### config.mk
export PLATFORM = sky130hd
export DESIGN_NAME = tinynpu_mac_row
export DESIGN_NICKNAME = d
export VERILOG_FILES = /design/src/rtl/tinynpu_mac_row.sv
export SDC_FILE = /design/constraint.sdc
export NUM_CORES = 1
export LEC_CHECK = 0
export BUFFER_PORTS_ARGS = -buffer_cell sky130_fd_sc_hd__buf_2
export CORE_AREA = 2 2 138 194
export DETAILED_ROUTE_END_ITERATION = 6
export DIE_AREA = 0 0 140 196
export GPL_ROUTABILITY_DRIVEN = 0
export PLACE_DENSITY = 0.94
export SLEW_MARGIN = 20
export SYNTH_ARGS = -nofsm -noshare
export SYNTH_HDL_FRONTEND = slang
export SYNTH_SLANG_ARGS = --single-unit
### constraint.sdc
create_clock -name clk -period 8.65 [get_ports clk]
set_clock_uncertainty 0.2 [all_clocks]
set_input_delay 1.73 -clock clk [delete_from_list [all_inputs] [get_ports clk]]
set_output_delay 1.73 -clock clk [all_outputs]
set_load 0.1 [all_outputs]
### src/rtl/tinynpu_mac_row.sv
// tinynpu_mac_row
//   Output-stationary row of SIZE signed MAC lanes. One tile pops SIZE operand
//   sets (one activation, SIZE weights) from first-word-fall-through FIFOs and
//   accumulates acc[i] = sum_k x_k * w[i]_k. The SIZE results are then drained
//   one at a time over a valid/ready port, followed by a one-cycle done pulse.
//
// Ports
//   clk      : clock, rising edge
//   rst      : synchronous reset, active low
//   start    : begin a tile (only looked at while idle)
//   x        : activation FIFO head, signed
//   x_empty  : activation FIFO empty
//   w        : weight FIFO heads, one per lane, signed
//   w_empty  : weight FIFO empty flags, one per lane
//   x_ren    : pop activation FIFO
//   w_ren    : pop every weight FIFO (shared enable)
//   out_val  : result valid
//   out_rdy  : consumer ready
//   out_data : acc[out_idx]
//   out_idx  : lane index of out_data
//   busy     : tile in progress (accumulating or draining)
//   done     : one-cycle pulse after the last result is accepted
module tinynpu_mac_row #(
    parameter int unsigned SIZE  = 4,
    parameter int unsigned NBITS = 8,
    parameter int unsigned ABITS = 2*NBITS + $clog2(SIZE)
) (
    input  logic                    clk,
    input  logic                    rst,
    input  logic                    start,
    input  logic signed [NBITS-1:0] x,
    input  logic                    x_empty,
    input  logic signed [NBITS-1:0] w [SIZE],
    input  logic                    w_empty [SIZE],
    output logic                    x_ren,
    output logic                    w_ren,
    output logic                    out_val,
    input  logic                    out_rdy,
    output logic signed [ABITS-1:0] out_data,
    output logic [$clog2(SIZE)-1:0] out_idx,
    output logic                    busy,
    output logic                    done
);

    localparam int unsigned   KW   = $clog2(SIZE);
    localparam logic [KW-1:0] LAST = KW'(SIZE - 1);

    typedef enum logic [1:0] {
        IDLE,
        ACCUM,
        DRAIN
    } state_t;

    state_t state;
    state_t state_next;

    logic signed [ABITS-1:0]   acc      [SIZE];
    logic signed [2*NBITS-1:0] prod     [SIZE];
    logic signed [ABITS-1:0]   prod_ext [SIZE];
    logic [KW-1:0]             k;
    logic [KW-1:0]             idx;

    logic operands_ready;
    logic fire;
    logic clear;
    logic hs;
    logic last_hs;

    // All FIFOs must have data; a partial set is never popped.
    always_comb begin
        operands_ready = !x_empty;
        for (int unsigned i = 0; i < SIZE; i++) begin
            operands_ready = operands_ready && !w_empty[i];
        end
    end

    // Full-width signed products, sign-extended into the accumulator width.
    always_comb begin
        for (int unsigned i = 0; i < SIZE; i++) begin
            prod[i]     = x * w[i];
            prod_ext[i] = ABITS'(prod[i]);
        end
    end

    always_ff @(posedge clk) begin
        if (!rst) begin
            state <= IDLE;
        end else begin
            state <= state_next;
        end
    end

    // Pops depend only on registered state and the empty flags, so out_rdy
    // never reaches x_ren/w_ren.
    always_comb begin
        state_next = state;
        fire       = 1'b0;
        clear      = 1'b0;
        hs         = 1'b0;
        last_hs    = 1'b0;
        busy       = 1'b0;
        out_val    = 1'b0;
        case (state)
            IDLE: begin
                if (start) begin
                    clear      = 1'b1;
                    state_next = ACCUM;
                end
            end
            ACCUM: begin
                busy = 1'b1;
                fire = operands_ready;
                if (fire && k == LAST) begin
                    state_next = DRAIN;
                end
            end
            DRAIN: begin
                busy    = 1'b1;
                out_val = 1'b1;
                hs      = out_rdy;
                if (hs && idx == LAST) begin
                    last_hs    = 1'b1;
                    state_next = IDLE;
                end
            end
            default: begin
                state_next = IDLE;
            end
        endcase
        x_ren = fire;
        w_ren = fire;
    end

    always_ff @(posedge clk) begin
        if (!rst) begin
            for (int unsigned i = 0; i < SIZE; i++) begin
                acc[i] <= '0;
            end
            k    <= '0;
            idx  <= '0;
            done <= 1'b0;
        end else begin
            done <= last_hs;
            if (clear) begin
                for (int unsigned i = 0; i < SIZE; i++) begin
                    acc[i] <= '0;
                end
                k <= '0;
            end else if (fire) begin
                for (int unsigned i = 0; i < SIZE; i++) begin
                    acc[i] <= acc[i] + prod_ext[i];
                end
                k <= k + 1'b1;
            end
            if (fire && k == LAST) begin
                idx <= '0;
            end else if (last_hs) begin
                idx <= '0;
            end else if (hs) begin
                idx <= idx + 1'b1;
            end
        end
    end

    // Outside DRAIN the result port reads zero.
    always_comb begin
        out_data = (state == DRAIN) ? acc[idx] : '0;
        out_idx  = idx;
    end

endmodule

=== Word-level counts from Yosys, hierarchy flattened ===
Memories as Yosys holds them, arrays and structs flattened. A register that Yosys moved wholly into a read port is not among the register bits.
Cells that the tools add are included.
Widths: inputs -> output; s select.

* Register bits after elaboration: 7
* Bits in latches: 0
* RAM bits: 72
* ROM bits: 0
* Input bits: 49
* Output and inout bits: 25
* Logic and storage cells: 79
* Memories: 1

{| class="wikitable"
|+ Memories
! memory !! depth !! bits a word !! rd ports !! clocked after memory_dff !! wr ports !! RTL line !! source
|-
| acc || 4 || 18 || 5 || 1 || 4 || 57 || <nowiki>logic signed [ABITS-1:0] acc [SIZE];</nowiki>
|}

* Add/subtract/negate cells: 6
* Multipliers: 4
* Divide/modulo/power cells: 0
* Magnitude comparators: 0
* Equality and inequality tests: 7
* Shift-type cells: 0
* Multiplexer cells: 31
* Bitwise logic cells: 9
* Reduce and logical (&&, ||, !) cells: 17

{| class="wikitable"
|+ Operators by type and width
! operator !! count
|-
| $mux 18 || 9
|-
| $add 18x16->18 || 4
|-
| $mul 8x8->16 || 4
|-
| $mux 1 || 16
|-
| $mux 2 || 5
|-
| $or 1x1->1 || 8
|-
| $logic_and 1x1->1 || 7
|-
| $eq 2x2->1 const B || 3
|-
| $ne 2x2->1 const B || 3
|-
| $pmux 2 s3 || 1
|-
| $logic_not 1->1 || 5
|-
| $add 2x1->2 const B || 2
|-
| $reduce_or 2->1 || 2
|-
| $reduce_and 3->1 || 1
|-
| $reduce_or 3->1 || 1
|-
| $eq 2x1->1 const B || 1
|-
| $logic_not 2->1 || 1
|-
| $not 1->1 || 1
|}

=== Longest topological paths before layout ===
Gate-level depths: netlist (run 1).

* Depth in word-level cells: 11
* Gate-level depth with buffers: 20
* Depth with buffers taken out: 19

=== Worst setup path before layout (run 1) ===
Ideal clock, no wire load.

* Kind: input to register
* Start: input port x[7]
* End: memory acc[3][16] (netlist name) (data pin)
* Library setup time: 257 ps
* Arrival time: 6,368 ps
* Required time: 8,193 ps
* Setup slack: 1,825 ps
* Stages on the path: 15
* Buffers on the path: 1
* Cell sequence: clkbuf_1 > and2_1 > inv_1 > fa_1 > inv_1 > fa_1 > fa_1 > fa_1 > fa_1 > ha_1 > or4_4 > o221a_4 > nor4_4 > or3_2 > a21oi_2

{| class="wikitable"
|+ RTL lines
! what !! RTL line !! source
|-
| start, declared || 31 || <nowiki>input logic signed [NBITS-1:0] x,</nowiki>
|-
| end, declared || 57 ||
|}

==> impl_metrics.csv, run 1 <==
group,metric,value,unit
die,die_h,196,µm
die,core_region_area,25800,µm²
clock_network,clk_latency,370,ps
timing,tightest_slew,911,ps
critical_path,cp-end-kind,"register",
placement,pre_cts_ws,1120,ps
final_layout,fillCellCount,1677,
clock_network,cts.sinks,81,
synth,ys_ff_latch,81,
clock_network,cts_setup_buffers,0,
power,p_sw,2.60,mW
drt,drt_iter0_drc,885,
critical_path,crit_path_start_kind,"primary input",
timing,relSlewSlack,39.2,%
power,p_clk_share,8.5,%
status,violations,"DRC",
power,seqPwrFrac,9.0,%
synth,synth_edf_count,54,
drt,dr.pass1.iters,7,
drt,wl_per_cell,20.6,µm
timing,layout_min_cycle_time,7340,ps
power,power_density,293,nW/µm²
timing,setup_viol,0,
power,combPwrFrac,82.4,%
final_layout,nets,2249,
timing,worst_slack,1310,ps
die,row_count,70,
synth,synth_cells,1665,
clock_network,cts_tree,"done",
drt,ant_nets,0,
clock_network,clockBufferDepth,2,
timing,hold_violations,0,
die,die_x,140,µm
grt,grt.overflow.total,0,
die,start_util,63.8,%
timing,max_freq,136,MHz
synth,synth.distinct_cells,59,
power,cellLeakagePower,8.81,nW
placement,io_buffers,73,
synth,async_flop_share,0,%
critical_path,required,8550,ps
timing,grt_setup_unrepaired,"false",
hold_path,min-delay-path-class,"register to register",
synth,netlist_area,16500,µm²
grt,grt_first_pass_wirelength,69800,µm
clock_network,htreeDepth,3,
final_layout,syn2layout_area_growth,5.72,%
synth,synth_area_per_cell,9.90,µm²
placement,post-dp-hpwl,32600,µm
clock_network,cts-root-buf,"clkbuf_16",
clock_network,cts.repair.resized,0,
critical_path,crit_arrival,7240,ps
power,swShare,50.9,%
final_layout,layout-drive-gt1-share,7.83,%
grt,grt_pass1_vias,14700,
drt,viasPerCell,6.13,
drt,num_vias,12500,
synth,synth.net_count,2208,
power,ir_drop,178,µV
power,total_power,5.10,mW
timing,finalSetupTns,0,ps
grt,grtUsageTotal,32.5,%
timing,finalCritPeriodShare,84.9,%
clock_network,hold_buffers,0,
status,status,"complete, but fails checks",
clock_network,numCtsBuffers,9,
drt,wl,42000,µm
timing,slew_viol_final,0,
die,die_area,27400,µm²
clock_network,path_clk_slew,80,ps
timing,hold_ws,294,ps
synth,synth_seq_area_share,13.1,%
die,io_pins,74,
critical_path,crit_type,"primary input to register",
grt,antenna_found_initial,1,
job,cap_violations,0,
synth,synth_flop_cell,"edfxtp_1",
critical_path,worstPathMaxFanout,32,
grt,grt_max_degree,43,
synth,yosysWarnings,0,
drt,drc,9,
power,p_int,2.50,mW
-- layer usage --
metal	vias to the layer above	track usage (%)	part of all wire (%)
met5	-	0	0.026
met4	2	25.5	8.1
met3	326	5.35	7.7
met2	799	59.1	53
met1	6143	32.9	31
li1	5208	-	-
-- registers in the layout (all words and copies together) (netlist names), named ones only --
name     cells
acc         72
k            2
out_idx      2
state        2
done         1
-- synth_stat cells, drive strengths merged, types with 9 or more instances --
cell type | n | share of area, %
xor2 | 19 | 1.0
fa | 320 | 39
inv | 361 | 8.2
nand2b | 17 | 0.64
buf | 14 | 0.44
edfxtp | 54 | 9.8
mux4 | 18 | 2.5
nor3 | 16 | 0.49
nor2 | 80 | 1.8
a21o | 9 | 0.41
a21oi | 38 | 1.2
dfxtp | 27 | 3.3
ha | 174 | 13
xnor2 | 45 | 2.4
a211oi | 9 | 0.41
and2 | 144 | 5.5
o21ai | 36 | 1.1
clkbuf | 37 | 0.84
o21a | 11 | 0.50
nand2 | 147 | 3.4
nor2b | 9 | 0.34
and3 | 19 | 0.72
-- power groups by stage --
| stage | clock [mW] | sequential [mW] | combinational, mW |
|---|---|---|---|
| global placement | 0 | 0.466 | 3.69 |
| global route | 0.441 | 0.462 | 4.65 |
| floorplan | 0 | 0.458 | 3.09 |
| CTS | 0.428 | 0.459 | 4.13 |
| finish | 0.435 | 0.460 | 4.20 |
| detailed placement | 0 | 0.468 | 3.96 |
-- worst max-delay path, cell delays in order --
cell and delay (ps):
buf_2 570, and2_1 620, fa_1 550, fa_1 510
fa_1 570, fa_1 430, ha_1 290, ha_1 330
o21a_1 240, o21ai_0 440, a21oi_1 190, o21ai_0 290
a21boi_0 230, xnor2_1 180, nor2_1 50
-- cell usage in the layout (no fill, tap or decap), types with 5 or more instances in the layout --
cell	netlist	routed
o21bai_1	7	7
o21a_1	11	11
and3_1	19	19
nor3_1	16	16
buf_4	1	8
buf_2	7	73
edfxtp_1	54	54
a211oi_1	9	9
clkbuf_16	0	11
a21oi_1	37	37
o21ai_0	33	33
xnor2_1	45	45
fa_1	320	320
inv_1	360	360
mux4_2	18	18
nand2_1	146	146
a21o_1	9	9
nand3_1	8	8
xor2_1	19	19
nand2b_1	17	17
dfxtp_1	27	27
ha_1	174	174
a31oi_1	5	5
nor2_1	80	80
nor2b_1	9	9
and2_1	144	144
-- worst paths after layout --
| path | startpoint | to | slack (ps) | depth (start not counted) |
|---|---|---|---|---|
| setup / recovery | x[7] | acc[1][16] | 1310 | 15 |
| hold / removal | k[1] | k[1] | 290 | 2 |
| setup reg to reg | acc[1][6] | acc[1][16] | 3200 | 17 |
| hold reg to reg | k[1] | k[1] | 290 | 2 |
-- cells by family (layout without fill, tap and decap cells) --
| family | after synthesis | in the layout | synth area share (%) |
|---|---|---|---|
| AND/OR/NAND/NOR | 457 | 457 | 14.0 |
| adder cells (fa/ha/maj) | 494 | 494 | 52.1 |
| AO/OA/AOI/OAI | 135 | 135 | 5.39 |
| other | 0 | 1 | 0 |
| XOR/XNOR | 64 | 64 | 3.40 |
| buffers and inverters | 415 | 461 | 9.57 |
| flip-flops | 81 | 81 | 13.1 |
| multiplexers | 19 | 19 | 2.52 |
-- per-stage QoR --
stage | std cells | instance area [µm²] | utilization (%)
2_1_floorplan | 1665 | 16500 | -
3_3_place_gp | 2019 | 17100 | 66.2
3_5_place_dp | 2019 | 17100 | 66.2
4_1_cts | 2035 | 17400 | 67.5
5_1_grt | 2035 | 17400 | 67.5
6_report | 2036 | 17400 | 67.5
-- area by class of cell --
cell class              count  area, µm²  area share [%]
multi-input cells        1169      12700            73.1
flip-flops and latches     81       2160            12.4
inverters                 364       1370            7.84
repair buffers             81        425            2.44
well taps                 324        405            2.33
clock buffers              11        275            1.58
clock inverters             5       46.3           0.266
diodes                      1       2.50          0.0144
Note: power is estimated with default switching activity, not from simulation.
==> run 2, diff against run 1 <==
--- a/config.mk
+++ b/config.mk
@@ -6,11 +6,11 @@
 export NUM_CORES = 1
 export LEC_CHECK = 0
 export BUFFER_PORTS_ARGS = -buffer_cell sky130_fd_sc_hd__buf_2
-export CORE_AREA = 2 2 138 194
+export CORE_AREA = 2 2 145 203
 export DETAILED_ROUTE_END_ITERATION = 6
-export DIE_AREA = 0 0 140 196
+export DIE_AREA = 0 0 147 205
 export GPL_ROUTABILITY_DRIVEN = 0
-export PLACE_DENSITY = 0.94
+export PLACE_DENSITY = 0.9
 export SLEW_MARGIN = 20
 export SYNTH_ARGS = -nofsm -noshare
 export SYNTH_HDL_FRONTEND = slang
==> constraint.sdc (replaced) <==
create_clock -name clk -period 6.5 [get_ports clk]
set_clock_uncertainty 0.2 [all_clocks]
set_input_delay 1.3 -clock clk [delete_from_list [all_inputs] [get_ports clk]]
set_output_delay 1.3 -clock clk [all_outputs]
set_load 0.1 [all_outputs]
==> impl_metrics.csv, run 2 (same netlist as run 1, synthesis figures left out) <==
group,metric,value,unit
clock_network,htreeDepth,3,
drt,wl_per_cell,19.5,µm
drt,num_vias,12200,
hold_path,hold_end,"k[1]",
clock_network,path_clk_slew,70,ps
timing,max_freq,158,MHz
grt,grt_first_pass_wirelength,68900,µm
critical_path,crit_path_start_kind,"primary input",
drt,ant_nets,0,
hold_path,min-delay-path-class,"register to register",
placement,io_buffers,73,
final_layout,postLayoutCoreUtil,62.7,%
status,status,"finished clean",
grt,grt_pass1_vias,14300,
timing,setup_viol,0,
power,power_density,381,nW/µm²
clock_network,cts_tree,"done",
critical_path,crit_arrival,6340,ps
final_layout,nets,2281,
power,p_int,3.35,mW
final_layout,largest_reg_flops,72,
drt,viasPerCell,5.77,
clock_network,clk_latency,370,ps
final_layout,final_common_cell,"inv_1",
drt,drc,0,
drt,drt_iter0_drc,731,
final_layout,layout-drive-gt1-share,9.52,%
clock_network,cts-root-buf,"clkbuf_16",
grt,antenna_found_initial,1,
final_layout,multiInputGateArea,12700,µm²
timing,hold_violations,0,
critical_path,r2r_slack,1090,ps
die,start_util,58.2,%
power,ir_drop,223,µV
critical_path,worstPathMaxFanout,17,
die,core_region_area,28300,µm²
die,die_area,30100,µm²
critical_path,cp-end-kind,"register",
final_layout,syn2layout_area_growth,7.61,%
power,p_sw,3.40,mW
final_layout,top_register,"acc",
power,seqPwrFrac,9.1,%
timing,slew_viol_final,0,
power,swShare,50.4,%
grt,grt_max_degree,43,
final_layout,fillCellCount,2033,
final_layout,antennaDiodeCount,0,
grt,grtUsageTotal,29.4,%
clock_network,hold_buffers,0,
clock_network,numCtsBuffers,9,
final_layout,layout_common_cells,"360 x inv_1, 320 x fa_1, 174 x ha_1, 146 x nand2_1, 144 x and2_1",
final_layout,register_area,2160,µm²
hold_path,min_from,"k[1]",
drt,wl,41200,µm
timing,grt_setup_unrepaired,"false",
die,die_x,147,µm
die,row_count,73,
timing,layout_min_cycle_time,6320,ps
drt,dr.pass1.iters,5,
critical_path,crit_type,"primary input to register",
critical_path,worstRegToRegCells,20,
timing,tightest_slew,885,ps
grt,grt.overflow.total,0,
hold_path,hold_depth,2,
critical_path,required,6520,ps
power,combPwrFrac,82.9,%
clock_network,cts.sinks,81,
timing,relSlewSlack,40.9,%
power,cellLeakagePower,8.97,nW
placement,post-dp-hpwl,33700,µm
power,p_clk_share,8.1,%
power,total_power,6.75,mW
job,cap_violations,0,
timing,hold_ws,265,ps
critical_path,rr_endpoint,"acc[1][16]",
die,io_pins,74,
die,die_h,205,µm
critical_path,reg2reg_from,"acc[1][4]",
timing,finalCritPeriodShare,97.2,%
clock_network,clockBufferDepth,2,
-- run 2: cell types whose count changed in the layout (fill, tap and decap cells not counted), moves of 2 or more --
cell,change
buf_4,+29
inv_8,+2
buf_12,+3
clkbuf_16,-2
-- run 2: routing by layer --
metal | global-route usage (%) | wire (µm) | up-vias
met5 | 0 | 19 | -
met2 | 56.6 | 22800 | 567
met3 | 3.90 | 2450 | 219
met4 | 17.2 | 2450 | 2
met1 | 30.2 | 13400 | 6156
li1 | - | - | 5277
-- run 2: per-stage QoR --
| step | setup WS, ps | std cells | area, µm² | setup TNS [ps] |
|---|---|---|---|---|
| 2_1_floorplan | 105 | 1665 | 16500 | 0 |
| 3_3_place_gp | 37.6 | 2102 | 17500 | 0 |
| 3_5_place_dp | -87.9 | 2102 | 17500 | -334 |
| 4_1_cts | 261 | 2118 | 17700 | 0 |
| 5_1_grt | 4.74 | 2118 | 17700 | 0 |
| 6_report | 185 | 2118 | 17700 | 0 |
-- run 2: power groups by stage --
| stage | logic (mW) | clock network, mW | registers (mW) |
|---|---|---|---|
| 4_1_cts | 5.54 | 0.543 | 0.611 |
| 3_3_place_gp | 5.05 | 0 | 0.619 |
| 5_1_grt | 6.22 | 0.558 | 0.615 |
| 2_1_floorplan | 4.11 | 0 | 0.609 |
| 6_report | 5.60 | 0.545 | 0.612 |
| 3_5_place_dp | 5.41 | 0 | 0.622 |
-- run 2: layout make-up --
cell class / count / share of cell area, %
inverter: 364 / 7.70
tap: 375 / 2.64
multi-input combinational: 1169 / 71.9
clock buffer: 9 / 1.27
timing repair buffer: 113 / 3.98
sequential: 81 / 12.2
clock inverter: 7 / 0.374
-- run 2: how the worst max path moves through the flow --
stage	depth (start not counted)	from	end
after CTS	18	x[6]	acc[1][17]
after floorplan	15	x[7]	acc[3][16]
final	19	x[5]	acc[2][16]
after global routing	18	x[6]	acc[0][16]
after global placement	19	x[6]	acc[0][16]
after detailed placement	18	x[6]	acc[1][17]
-- run 2: repair_timing --
| action | in CTS | in global routing |
|---|---|---|
| gates resized for setup | 0 | 1 |
| buffers inserted | 0 | 0 |
| endpoints found under the setup margin | 0 | 1 |
-- run 2: worst max-delay path, cell delays in order --
cell	delay [ps]
buf_2	400
buf_4	250
nand2_1	70
fa_1	490
inv_1	70
fa_1	520
inv_1	60
fa_1	530
inv_1	60
fa_1	430
fa_1	510
ha_1	340
o21a_1	180
o31a_1	140
o221ai_2	190
o21ai_1	140
a311oi_2	330
xor2_1	200
a21oi_1	90
==> run 3, diff against run 2 <==
--- a/config.mk
+++ b/config.mk
@@ -11,6 +11,7 @@
 export DIE_AREA = 0 0 147 205
 export GPL_ROUTABILITY_DRIVEN = 0
 export PLACE_DENSITY = 0.9
+export RECOVER_POWER = 25
 export SLEW_MARGIN = 20
 export SYNTH_ARGS = -nofsm -noshare
 export SYNTH_HDL_FRONTEND = slang
==> impl_metrics.csv, run 3 (same netlist as run 1, synthesis figures left out) <==
group,metric,value,unit
status,status,"complete, but fails checks",
status,violations,"capacitance limit, slew limit",
timing,max_freq,157,MHz
critical_path,crit_type,"primary input to register",
clock_network,clockBufferDepth,2,
critical_path,critPathLaunch,"x[6]",
power,cellLeakagePower,8.95,nW
critical_path,crit_arrival,6330,ps
clock_network,htreeDepth,3,
final_layout,layout_common_cells,"361 x inv_1, 320 x fa_1, 174 x ha_1, 146 x nand2_1, 144 x and2_1",
clock_network,cts_tree,"done",
hold_path,min-delay-path-class,"register to register",
clock_network,numCtsBuffers,9,
clock_network,clk_latency,370,ps
critical_path,crit_path_end,"acc[1][17]",
timing,slew_viol_final,37,
timing,grt_setup_unrepaired,"false",
final_layout,layout.cells.non_filler,2118,
die,core_region_area,28300,µm²
placement,post-dp-hpwl,33700,µm
grt,grt_pass1_vias,14300,
clock_network,cts.repair.resized,0,
clock_network,cts.sinks,81,
clock_network,cts-root-buf,"clkbuf_16",
drt,wl,41200,µm
drt,wl_per_cell,19.5,µm
final_layout,antennaDiodeCount,0,
die,start_util,58.2,%
grt,grt_max_degree,43,
clock_network,path_clk_slew,70,ps
drt,viasPerCell,5.77,
final_layout,syn2layout_area_growth,7.53,%
drt,drc,0,
final_layout,final_common_cell,"inv_1",
grt,grtUsageTotal,29.4,%
die,row_count,73,
final_layout,fillCellCount,2038,
timing,relSlewSlack,-61.9,%
critical_path,crit_slowest_cell,"fa_1",
die,die_h,205,µm
final_layout,nets,2281,
timing,hold_violations,0,
die,io_pins,74,
die,die_x,147,µm
critical_path,crit_chain,"buf_2, nand2_1, fa_1, inv_1, fa_1, inv_1, fa_1, inv_1, fa_1, fa_1, ha_1, o21ai_0, o211ai_1, nor3b_1, nand2b_1, a21oi_1, o21ai_0, nor3b_1",
job,cap_violations,1,
critical_path,r2r_slack,1080,ps
clock_network,hold_buffers,0,
drt,drt_iter0_drc,735,
final_layout,largest_reg_flops,72,
placement,dpl_cell_area,17500,µm²
critical_path,reg2reg_from,"acc[1][4]",
timing,tightest_slew,2430,ps
critical_path,cpMostUsedCell,"fa_1",
critical_path,crit_path_start_kind,"primary input",
timing,finalCritPeriodShare,97.8,%
placement,dp_cells,2102,
timing,layout_min_cycle_time,6360,ps
critical_path,worstPathMaxFanout,20,
critical_path,worstRegToRegCells,20,
drt,dr.pass1.iters,5,
timing,setup_viol,0,
grt,antenna_found_initial,1,
power,ir_drop,223,µV
grt,grt_first_pass_wirelength,68900,µm
die,die_area,30100,µm²
drt,ant_nets,0,
placement,io_buffers,73,
final_layout,finish.instance_area,17700,µm²
clock_network,cts_setup_buffers,0,
critical_path,cp-end-kind,"register",
drt,num_vias,12200,
final_layout,top_register,"acc",
grt,grt.overflow.total,0,
final_layout,layout-drive-gt1-share,9.12,%
critical_path,rr_endpoint,"acc[1][16]",
power,power_density,381,nW/µm²
critical_path,required,6480,ps
critical_path,max_stage_delay,550,ps
[run 3: cell count changes in the layout (fill, tap and decap cells not counted), sizes merged]
cell    before  now
buf        112  106
clkbuf      10   16
[run 3: worst max-delay path: cells and delay by family]
kind / cells / cell delay, ps
AOI/OAI and AO/OA: 4 / 660
adders and majority gates: 6 / 2820
and+or+nand+nor: 4 / 940
buffers and inverters: 4 / 600
[run 3: layer usage]
metal / vias up / track usage, % / part of all wire (%)
li1: 5276 / - / -
met1: 6177 / 30.2 / 33
met2: 549 / 56.6 / 55
met3: 227 / 3.90 / 5.9
met4: 2 / 17.2 / 5.9
met5: - / 0 / 0.046
[run 3: layout make-up]
class                   count  area (µm²)  share of cell area (%)
repair buffers            113         693                    3.91
multi-input cells        1169       12700                    71.9
well taps                 375         469                    2.65
flip-flops and latches     81        2160                    12.2
clock inverters             7        66.3                   0.374
clock buffers               9         225                    1.27
inverters                 364        1370                    7.71
[run 3: worst min-delay path by stage]
stage / endpoint / start / depth (start not counted) / slack (ps)
2_1_floorplan: k[1] / k[1] / 2 / 240
3_5_place_dp: k[1] / k[1] / 2 / 250
3_3_place_gp: k[1] / k[1] / 2 / 250
4_1_cts: k[1] / k[1] / 2 / 260
6_report: k[1] / k[1] / 2 / 260
5_1_grt: k[1] / k[1] / 2 / 300
[run 3: stage by stage]
step / utilization [%] / TNS (ps) / worst slack [ps] / hold WS, ps / power [mW]
floorplan: - / 0 / 105 / 240 / 4.72
global placement: 61.6 / 0 / 37.6 / 246 / 5.67
detailed placement: 61.6 / -334 / -87.9 / 255 / 6.03
CTS: 62.7 / 0 / 261 / 265 / 6.69
global route: 62.6 / 0 / 3.37 / 303 / 7.40
finish: 62.6 / 0 / 144 / 265 / 6.75
[run 3: report_power, final]
group | leakage [nW] | switching, mW | internal, mW
Clock | 0.147 | 0.272 | 0.272
Sequential | 0.807 | 0.0298 | 0.583
Combinational | 8.00 | 3.10 | 2.49
